File: src/rtl/spike_avl_arbiter.sv
// Two-master Avalon-MM arbiter for the spike detection slave port.
// Round-robin grant, grant held until the transfer completes, read timeout recovery.
module spike_avl_arbiter #(
  parameter int unsigned RD_TIMEOUT   = 16,
  parameter logic [15:0] TIMEOUT_DATA = 16'hDEAD
) (
  input  logic        avl_clk_i,
  input  logic        avl_reset_n_i,
  input  logic [13:0] m0_address_i,
  input  logic [3:0]  m0_byteenable_i,
  input  logic        m0_write_i,
  input  logic        m0_read_i,
  input  logic [15:0] m0_writedata_i,
  output logic [15:0] m0_readdata_o,
  output logic        m0_readdatavalid_o,
  output logic        m0_waitrequest_o,
  input  logic [13:0] m1_address_i,
  input  logic [3:0]  m1_byteenable_i,
  input  logic        m1_write_i,
  input  logic        m1_read_i,
  input  logic [15:0] m1_writedata_i,
  output logic [15:0] m1_readdata_o,
  output logic        m1_readdatavalid_o,
  output logic        m1_waitrequest_o,
  output logic [13:0] s_address_o,
  output logic [3:0]  s_byteenable_o,
  output logic [15:0] s_writedata_o,
  output logic        s_write_o,
  output logic        s_read_o,
  input  logic [15:0] s_readdata_i,
  input  logic        s_readdatavalid_i,
  input  logic        s_waitrequest_i,
  input  logic        s_irq_i,
  output logic        irq_o,
  output logic        owner_o,
  output logic        err_timeout_o,
  output logic        err_stray_o
);

  typedef enum logic [1:0] {ST_IDLE, ST_XFER, ST_RD_WAIT} state_t;

  state_t      state_q, state_d;
  logic        owner_q, owner_d;
  logic [7:0]  cnt_q, cnt_d;
  logic        req0, req1;
  logic        own_wr, own_rd;
  logic        rdv;
  logic [15:0] rdata;
  logic        timeout;
  logic        xfer0, xfer1;

  assign req0 = m0_write_i | m0_read_i;
  assign req1 = m1_write_i | m1_read_i;

  // A simultaneous write and read is resolved in favour of the write.
  assign own_wr = owner_q ? m1_write_i : m0_write_i;
  assign own_rd = (owner_q ? m1_read_i : m0_read_i) & ~own_wr;

  always_ff @(posedge avl_clk_i or negedge avl_reset_n_i) begin
    if (!avl_reset_n_i) begin
      state_q <= ST_IDLE;
      owner_q <= 1'b1;
      cnt_q   <= '0;
    end else begin
      state_q <= state_d;
      owner_q <= owner_d;
      cnt_q   <= cnt_d;
    end
  end

  always_comb begin
    state_d        = state_q;
    owner_d        = owner_q;
    cnt_d          = cnt_q;
    s_address_o    = '0;
    s_byteenable_o = '0;
    s_writedata_o  = '0;
    s_write_o      = 1'b0;
    s_read_o       = 1'b0;
    rdv            = 1'b0;
    rdata          = '0;
    timeout        = 1'b0;
    case (state_q)
      ST_IDLE: begin
        if (req0 && req1) begin
          owner_d = ~owner_q;
          state_d = ST_XFER;
        end else if (req0) begin
          owner_d = 1'b0;
          state_d = ST_XFER;
        end else if (req1) begin
          owner_d = 1'b1;
          state_d = ST_XFER;
        end
      end
      ST_XFER: begin
        s_address_o    = owner_q ? m1_address_i    : m0_address_i;
        s_byteenable_o = owner_q ? m1_byteenable_i : m0_byteenable_i;
        s_writedata_o  = owner_q ? m1_writedata_i  : m0_writedata_i;
        s_write_o      = own_wr;
        s_read_o       = own_rd;
        // An owner that withdrew its strobe while stalled releases the slave.
        if (!own_wr && !own_rd) begin
          state_d = ST_IDLE;
        end else if (!s_waitrequest_i) begin
          state_d = own_wr ? ST_IDLE : ST_RD_WAIT;
          cnt_d   = '0;
        end
      end
      ST_RD_WAIT: begin
        if (s_readdatavalid_i) begin
          rdv     = 1'b1;
          rdata   = s_readdata_i;
          state_d = ST_IDLE;
        end else if (cnt_q == 8'(RD_TIMEOUT - 1)) begin
          rdv     = 1'b1;
          rdata   = TIMEOUT_DATA;
          timeout = 1'b1;
          state_d = ST_IDLE;
        end else begin
          cnt_d = cnt_q + 8'd1;
        end
      end
      default: state_d = ST_IDLE;
    endcase
  end

  assign xfer0 = (state_q == ST_XFER) & ~owner_q;
  assign xfer1 = (state_q == ST_XFER) &  owner_q;

  assign m0_waitrequest_o   = xfer0 ? s_waitrequest_i : req0;
  assign m1_waitrequest_o   = xfer1 ? s_waitrequest_i : req1;
  assign m0_readdatavalid_o = rdv & ~owner_q;
  assign m1_readdatavalid_o = rdv &  owner_q;
  assign m0_readdata_o      = m0_readdatavalid_o ? rdata : '0;
  assign m1_readdata_o      = m1_readdatavalid_o ? rdata : '0;

  assign owner_o       = owner_q;
  assign irq_o         = s_irq_i;
  assign err_timeout_o = timeout;
  // Gated by reset so a response arriving while reset is held stays silent.
  assign err_stray_o   = s_readdatavalid_i & (state_q != ST_RD_WAIT) & avl_reset_n_i;

endmodule

File: config.mk
export PLATFORM = sky130hd
export DESIGN_NAME = spike_avl_arbiter
export DESIGN_NICKNAME = d
export VERILOG_FILES = /design/src/rtl/spike_avl_arbiter.sv
export SDC_FILE = /design/constraint.sdc
export NUM_CORES = 1
export LEC_CHECK = 0
export ABC_CLOCK_PERIOD_IN_PS = 1860
export BUFFER_PORTS_ARGS = -buffer_cell sky130_fd_sc_hd__clkbuf_2
export CORE_UTILIZATION = 35
export CTS_BUF_LIST = sky130_fd_sc_hd__clkbuf_16
export DETAILED_ROUTE_END_ITERATION = 8
export MAX_ROUTING_LAYER = met4
export PLACE_DENSITY = 0.82
export SYNTH_ARGS = -nofsm -noshare
export SYNTH_HDL_FRONTEND = slang
export SYNTH_SLANG_ARGS = --single-unit
export TNS_END_PERCENT = 100
File: constraint.sdc
create_clock -name avl_clk_i -period 1.86 [get_ports avl_clk_i]
set_input_delay 0.186 -clock avl_clk_i [delete_from_list [all_inputs] [get_ports avl_clk_i]]
set_output_delay 0.186 -clock avl_clk_i [all_outputs]
set_load 0.03 [all_outputs]
After elaboration in Yosys (flattened, before gate mapping)
Cells that the tools add are included.
Widths: inputs -> output; s select.
{ "totals": {"ff_bits": 11, "latchBits": 0, "ramBits": 0, "rom_bits": 0, "inputBits": 93, "out_inout_bits": 76, "elab_cells": 75, "n_memories": 0} }
{ "classes": {"addsub": 1, "mul": 0, "div": 0, "n_lt_le_gt_ge": 0, "n_eq_ne": 11, "shifts": 0, "n_mux": 39, "bitwise": 11, "reduce_logical": 10} }
{ "ops": {"columns": ["cell", "count"], "rows": [
  ["$mux 16", 7],
  ["$mux 8", 4],
  ["$mux 14", 2],
  ["$mux 2", 8],
  ["$pmux 8 s2", 1],
  ["$mux 1", 14],
  ["$ne 2x2->1 const B", 5],
  ["$add 8x1->8 const B", 1],
  ["$eq 8x4->1 const B", 1],
  ["$mux 4", 2],
  ["$and 1x1->1", 7],
  ["$ne 3x3->1 const B", 2],
  ["$pmux 2 s3", 1],
  ["$reduce_and 5->1", 1],
  ["$ne 4x4->1 const B", 1],
  ["$reduce_and 3->1", 1],
  ["$reduce_bool 3->1", 1],
  ["$eq 2x1->1 const B", 1],
  ["$eq 2x2->1 const B", 1],
  ["$logic_and 1x1->1", 2],
  ["$logic_not 1->1", 2],
  ["$logic_not 2->1", 1],
  ["$not 1->1", 2],
  ["$or 1x1->1", 2],
  ["2 further kinds", 2]
]} }

Depth between registers and ports, before layout
Gate-level depths: netlist (run 1).
{ "depth": {"depth_word": 7, "depth_mapped": 6, "mapped_depth_nobuf": 5} }

Least setup slack after synthesis (run 1)
No wires, ideal clock.
{ "synth_path": {"kind": "flip-flop to output port", "from": "reg cnt_q[5]", "to": "out err_timeout_o", "arrival_time_ns": 1.952, "required_ns": 1.674, "setup_slack_ns": -0.278, "path_stages_with_launch": 3, "n_path_buf": 0, "path_cell_list": "dfrtp_1 -> or4_4 -> nor4_1"} }
{ "synth_between": {"elab_chain_cells": 4} }
{ "synth_rtl": {"columns": ["element", "line_no", "rtl"], "rows": [
  ["from (decl)", "44", "logic [7:0] cnt_q, cnt_d;"],
  ["from (signal assigned)", "67", "cnt_q <= cnt_d;"],
  ["$eq 8x4->1", "115", "end else if (cnt_q == 8'(RD_TIMEOUT - 1)) begin"],
  ["$mux 1", "115", null],
  ["$mux 1", "111", "if (s_readdatavalid_i) begin"],
  ["$mux 1", "83", "case (state_q)"],
  ["to (decl)", "36", "output logic err_timeout_o,"]
]} }
Every way passes these cells.

Final worst setup path (run 1)
{ "layout_path": {"from": "reg cnt_q[5]", "to": "out m1_readdata_o[12]"} }
{ "layout_between": {"elab_chain_cells": 6, "word_cells_on_any_way": 9, "classes_between": "eq/ne: 1; mux: 7; bitwise: 1"} }
{ "layout_rtl": {"columns": ["element", "line_no", "rtl"], "rows": [
  ["$eq 8x4->1 *", "115", null],
  ["$mux 1", "115", null],
  ["$mux 1", "111", null],
  ["$mux 1", "83", null],
  ["$and 1x1->1", "134", "assign m1_readdatavalid_o = rdv & owner_q;"],
  ["$mux 16 *", "136", "assign m1_readdata_o = m1_readdatavalid_o ? rdata : '0;"],
  ["to (decl)", "22", "output logic [15:0] m1_readdata_o,"]
]} }
Every way passes the cells marked *; elsewhere a longest branch is shown, timed or not.

==> results of run 1 <==
==> layout make-up <==
cell class	count	area share
clock inverters	1	0.00130
inverters	7	0.00910
repair buffers	193	0.407
flip-flops and latches	11	0.0962
clock buffers	3	0.0260
multi-input cells	176	0.439
well taps	50	0.0217
==> state kept, by name, indices dropped and copies added (netlist names) <==
signal and cells:
cnt_q 8, state_q 2, owner_o 1
==> repair_timing <==
action	CTS	global route
hold buffers	1	0
buffers inserted	4	3
hold endpoints to repair	10	0
endpoints found under the setup margin	47	45
gates cloned	1	0
pin swaps	12	2
gates resized for setup	37	56
==> layer usage <==
metal | share of wire | up-vias
met5 | 0 | -
met4 | 0.0096 | 0
met3 | 0.054 | 6
met2 | 0.57 | 95
met1 | 0.37 | 966
li1 | - | 1082
==> logic make-up (layout without fill, tap and decap cells) <==
logic type	Yosys count	after routing	share of synthesized area
mux	39	39	0.259
fa+ha+maj	1	1	0.00827
xor+xnor	1	1	0.00579
flops	11	11	0.183
simple gates	113	113	0.366
compound gates	21	22	0.118
buf+inv	21	204	0.0596
==> cells in the mapped netlist (2+ instances only) <==
cell	number
nor3_1	2
and3_1	10
mux2i_1	38
a31oi_1	3
dfrtp_1	10
buf_2	6
a21oi_1	3
inv_1	7
clkbuf_1	7
nor2b_1	13
and2_1	5
nand3_1	4
nor2_1	66
nand2b_1	2
o31ai_1	2
nand2_1	2
nor4_1	2
==> stage by stage <==
step	instance area (µm²)	worst slack, ns
after detailed placement	2510	-0.133
after global placement	2510	-0.0574
after global routing	2890	-0.263
final	2890	-0.194
after floorplan	1540	-0.131
after CTS	2770	-0.175
==> final timing paths <==
kind,cells after the start,start,to
worst max-delay path,6,cnt_q[5],m1_readdata_o[12]
worst min-delay path,2,avl_reset_n_i,cnt_q[3]
worst max register to register,6,cnt_q[5],cnt_q[5]
worst min register to register,1,cnt_q[2],cnt_q[2]
max in group asynchronous,2,avl_reset_n_i,owner_o
min in group avl_clk_i,0,s_irq_i,irq_o
==> power by group through the flow <==
stage	sequential (mW)	combinational (mW)	clock (mW)
5_1_grt	0.321	3.21	0.406
6_report	0.317	3.00	0.384
3_5_place_dp	0.337	2.75	0
3_3_place_gp	0.337	2.72	0
4_1_cts	0.320	2.91	0.393
2_1_floorplan	0.361	1.96	0
==> qor.yml, run 1 <==
run_status:
  status: "finished with violations"
  violations: "negative setup slack"
clocking:
  cts_tree: "built"
  clock-root-buffer: "clkbuf_16"
  htree_levels: 1
  numCtsBuffers: 3
  clock-sinks: 11
  clk_pin_slew_ns: 0.04
  cts_buffer_depth: 2
  clk_latency_ns: 0.24
final_layout:
  mostFrequentLayoutCell: "clkbuf_2"
  fin_nets: 486
  num_antenna_cells: 0
  layout_common_cells: "138 x clkbuf_2, 58 x nor2_1, 38 x buf_4"
  layout-drive-gt1-share: 0.581
  fin_util: 0.706
  regArea_um2: 278
  syn2layout_area_growth_pct: 90.8
  multi_input_area_um2: 1270
  fin_cells: 441
  fill_cells: 346
timing:
  final_max_slew_viol_count: 0
  worst_slew_pin_slew_ns: 0.386
  setup_viol: 24
  worst_slack_ns: -0.194
  holdWs_ns: 0.362
  min_period_ns: 2.05
  rsz0062_at_grt: "yes"
  fin_skew_ns: 0.00132
  fin_setup_tns_ns: -2.64
  hold_violations: 0
  maxSlewHeadroom: 0.741
  fmax_ghz: 0.487
  timing.final.crit_share: 1.10
pwr:
  p_sw_frac: 0.555
  p_seq_frac: 0.086
  comb_power_share: 0.810
  netSwitchingPower_mw: 2.05
  cellPowerDensity_nw_per_um2: 1280
  vdd_ir_drop_max_mv: 1.18
  power.total_mw: 3.70
  leakage_nw: 1.68
  clkPwrFrac: 0.104
  intPower_mw: 1.65
flow_run:
  max-cap-violations: 0
route:
  finalWirelength_um: 5830
  vias: 2149
  firstDrtPassIters: 4
  drtIter0Drc: 37
  post_drt_wl_per_cell_um: 13.2
  ant_nets: 0
  routed_via_density: 4.87
  drc: 0
die:
  start_util: 0.370
  pin_count: 169
  core.rowCount: 23
  die_x_um: 67.7
  fp.dieH_um: 67.7
  dieArea_um2: 4590
  core-area_um2: 4090
worst_setup_path:
  rrSetupSlack_ns: 0.01
  cp_data_required_time_ns: 1.67
  path_class: "flop to output pin"
  path_cells: "or4_4, nor2_4, buf_6, o211ai_4, nor2_1, clkbuf_8"
  cp.buffers_inverters: 2
  worst_path_max_delay_cell: "or4_4"
  crit_arrival_ns: 1.87
  startpoint_type: "flop"
  cpLargestDelayFamily: "simple AND/OR/NAND/NOR gates"
  cp_max_fo: 6
  cp-end-kind: "output pin"
  cpPeakStageDelay_ns: 0.56
synth:
  synth-seq-cells: 11
  postSynth.asyncResetShare: 1.00
  syn_area_um2: 1510
  syn-mean-instance-area_um2: 7.31
  synth_enable_flop_cells: 0
  ys_types: 42
  synth_top_area_cell: "mux2i_1"
  synth_seq_area_share: 0.183
  yosys_warnings: 0
  synth_top_cell_area_share: 0.251
  syn_nets: 301
  synth_area_leaders: "mux2i_1 25%, dfrtp_1 17%, nor2_1 16%"
  synth-main-ff-cell: "dfrtp_1"
  syn_inst: 207
min_path:
  holdCritPathClass: "input pin to async pin"
place:
  globalplace.congestion: 0.877
  hpwlAfterDp_um: 4510
  placement.io_buffers: 166
  post-place-cells: 428
global_route:
  antenna_found_initial: 0
  busiest_layer: "met2"
  grt.met2_usage: 0.462
  grt_max_degree: 22
  grt_util_met1: 0.232
  grt-ovfl-total: 0
  use_met3: 0.0236
  grt_pass1_wl_um: 7730
  grt_util_all_layers: 0.231
  grt_pass1_vias: 1813
Power figures use the tool's default switching activity.
==> run 2, diff against run 1 <==
- CAP_MARGIN: unset -> 25
- CELL_PAD_IN_SITES_DETAIL_PLACEMENT: unset -> 1
- CELL_PAD_IN_SITES_GLOBAL_PLACEMENT: unset -> 1
- CORE_UTILIZATION: 35 -> 21
- PLACE_DENSITY: 0.82 -> unset
- PLACE_DENSITY_LB_ADDON: unset -> 0.1
==> run 2 against run 1 <==
  * The run still ends with negative setup slack left
  * Combinational power up 4%
  * Maximum frequency is 0.43% lower
  * Register-to-register slack worse by 0.16 ns
  * First-iteration DRC count shrank 32%
  * Clock-buffer cell count unchanged
  * Via count increased by 2.5%
  * Wire length is 12% higher
  * Utilization is 26 points lower
  * Non-clock buffer count stayed put
  * Final cell count is 10% higher
  * Critical path type unchanged
  * Largest power group unchanged
==> qor.yml, run 2 (synthesis results as in run 1) <==
die:
  start_util: 0.220  # -0.150
  die_x_um: 86.9  # +28%
  core-area_um2: 6870  # +68%
  dieArea_um2: 7550  # +64%
  core.rowCount: 30  # +30%
  pin_count: 169  # unchanged
  fp.dieH_um: 86.9  # +28%
timing:
  worst_slew_pin_slew_ns: 0.311  # -0.0759 ns
  fmax_ghz: 0.485  # -0.43%
  fin_skew_ns: 0.00164  # +0.000317 ns
  worst_slack_ns: -0.203  # -0.00886 ns
  maxSlewHeadroom: 0.793  # +0.0511
  rsz0062_at_grt: "yes"
  hold_violations: 0  # unchanged
  timing.final.crit_share: 1.11  # +0.00477
  final_max_slew_viol_count: 0  # unchanged
  setup_viol: 33  # +38%
  min_period_ns: 2.06  # +0.00886 ns
pwr:
  power.total_mw: 3.87  # +4.8%
  leakage_nw: 1.71  # +1.5%
  vdd_ir_drop_max_mv: 0.586  # -50%
  cellPowerDensity_nw_per_um2: 1270  # -0.85%
worst_setup_path:
  rrSetupSlack_ns: -0.15  # -0.16 ns
  crit_end: "m1_readdata_o[2]"
  rr_startpoint: "cnt_q[4]"
  crit_arrival_ns: 1.88  # about the same
  startpoint_type: "flop"
  reg2reg_to: "cnt_q[5]"
  path_class: "flop to output pin"
  cp_data_required_time_ns: 1.67  # about the same
  r2r_cells: 7  # +1
  startpoint: "cnt_q[4]"
  cp_max_fo: 6  # unchanged
  cp-end-kind: "output pin"
route:
  drc: 0  # unchanged
  firstDrtPassIters: 4  # unchanged
  post_drt_wl_per_cell_um: 13.4  # +1.2%
  vias: 2202  # +2.5%
  drtIter0Drc: 25  # -32%
  routed_via_density: 4.52  # -7.2%
  ant_nets: 0  # unchanged
  finalWirelength_um: 6520  # +12%
global_route:
  grt_util_all_layers: 0.164  # -0.0676
  grt-ovfl-total: 0  # unchanged
  grt_pass1_vias: 2124  # +17%
  antenna_found_initial: 0  # unchanged
  grt_pass1_wl_um: 9690  # +25%
  grt_max_degree: 34  # +55%
final_layout:
  largest_reg_flops: 8  # unchanged
  final_area_um2: 3050  # +5.7%
  fin_nets: 486  # unchanged
  mostFrequentLayoutCell: "clkbuf_2"
  layout_common_cells: "133 x clkbuf_2, 54 x nor2_1, 36 x mux2i_1"
  regMostFlops: "cnt_q"
  layout-drive-gt1-share: 0.596  # +0.0153
  syn2layout_area_growth_pct: 102
  num_antenna_cells: 0  # unchanged
place:
  globalplace.congestion: 0.748  # -15%
  hpwlAfterDp_um: 5060  # +12%
  placement.io_buffers: 166  # unchanged
  placedInstanceArea_um2: 2570  # +2.4%
clocking:
  clock-root-buffer: "clkbuf_16"
  cts_buffer_depth: 2  # unchanged
  cts_tree: "built"
  htree_levels: 1  # unchanged
  clk_latency_ns: 0.24  # about the same
  clock-sinks: 11  # unchanged
  numCtsBuffers: 3  # unchanged
  clk_pin_slew_ns: 0.04  # about the same
flow_run:
  max-cap-violations: 0  # unchanged
run_status:
  violations: "negative setup slack"
  status: "finished with violations"
min_path:
  holdCritPathClass: "input pin to async pin"
-- run 2: cell count changes in the layout (fill, tap and decap cells not counted), sizes merged --
cell	previous run	this run
buf	51	46
clkbuf	144	149
-- run 2: layer usage --
metal | GRT usage | vias up | part of all wire
li1 | - | 1081 | -
met2 | 0.311 | 96 | 0.55
met5 | - | - | 0
met4 | 0.0455 | 0 | 0.012
met1 | 0.175 | 1018 | 0.37
met3 | 0.0237 | 7 | 0.065
-- run 2: cell type report --
class                   count  area (µm²)
fillers                   873        3820
clock inverters             1        3.75
inverters                   7        26.3
well taps                  96         120
repair buffers            193        1270
clock buffers               3        75.1
flip-flops and latches     11         279
multi-input cells         176        1270
-- run 2: power breakdown --
group / switching (mW) / internal [mW]
logic: 1.93 / 1.20
clock network: 0.105 / 0.282
registers: 0.0631 / 0.293
total: 2.10 / 1.78
-- run 2: worst max-delay path: stages, from the launching register on --
cell	delay [ns]
dfrtp_1	0.37
or4_4	0.56
nor2_4	0.18
o211ai_2	0.18
nor2_1	0.15
clkbuf_4	0.20
-- run 2: worst min-delay path by stage --
stage,start,end,cells past startpoint,slack (ns)
finish,avl_reset_n_i,cnt_q[6],2,0.37
floorplan,avl_reset_n_i,cnt_q[0],0,-0.11
detailed placement,avl_reset_n_i,cnt_q[2],1,0.09
global placement,avl_reset_n_i,cnt_q[2],1,0.1
global route,s_irq_i,irq_o,0,0.37
CTS,m0_read_i,owner_o,4,0.36
-- run 2: through the flow --
stage          instances  setup WS (ns)  hold slack (ns)  setup TNS, ns  utilization
3_5_place_dp         471        -0.0304           0.0924         -0.165        0.374
6_report             487         -0.203            0.368          -4.70        0.444
3_3_place_gp         471         0.0401           0.0952              0        0.374
4_1_cts              479         -0.179            0.362          -5.44        0.415
2_1_floorplan        207         -0.131           -0.110          -1.95            -
5_1_grt              487         -0.275            0.372          -7.08        0.444
-- run 2: repair_timing --
| action | CTS | global route |
|---|---|---|
| endpoints found under the hold margin | 10 | 0 |
| buffers inserted | 3 | 6 |
| hold buffers | 1 | 0 |
| endpoints found under the setup margin | 46 | 67 |
| pin swaps | 4 | 12 |
| gates resized for setup | 47 | 47 |
| gates cloned | 0 | 2 |
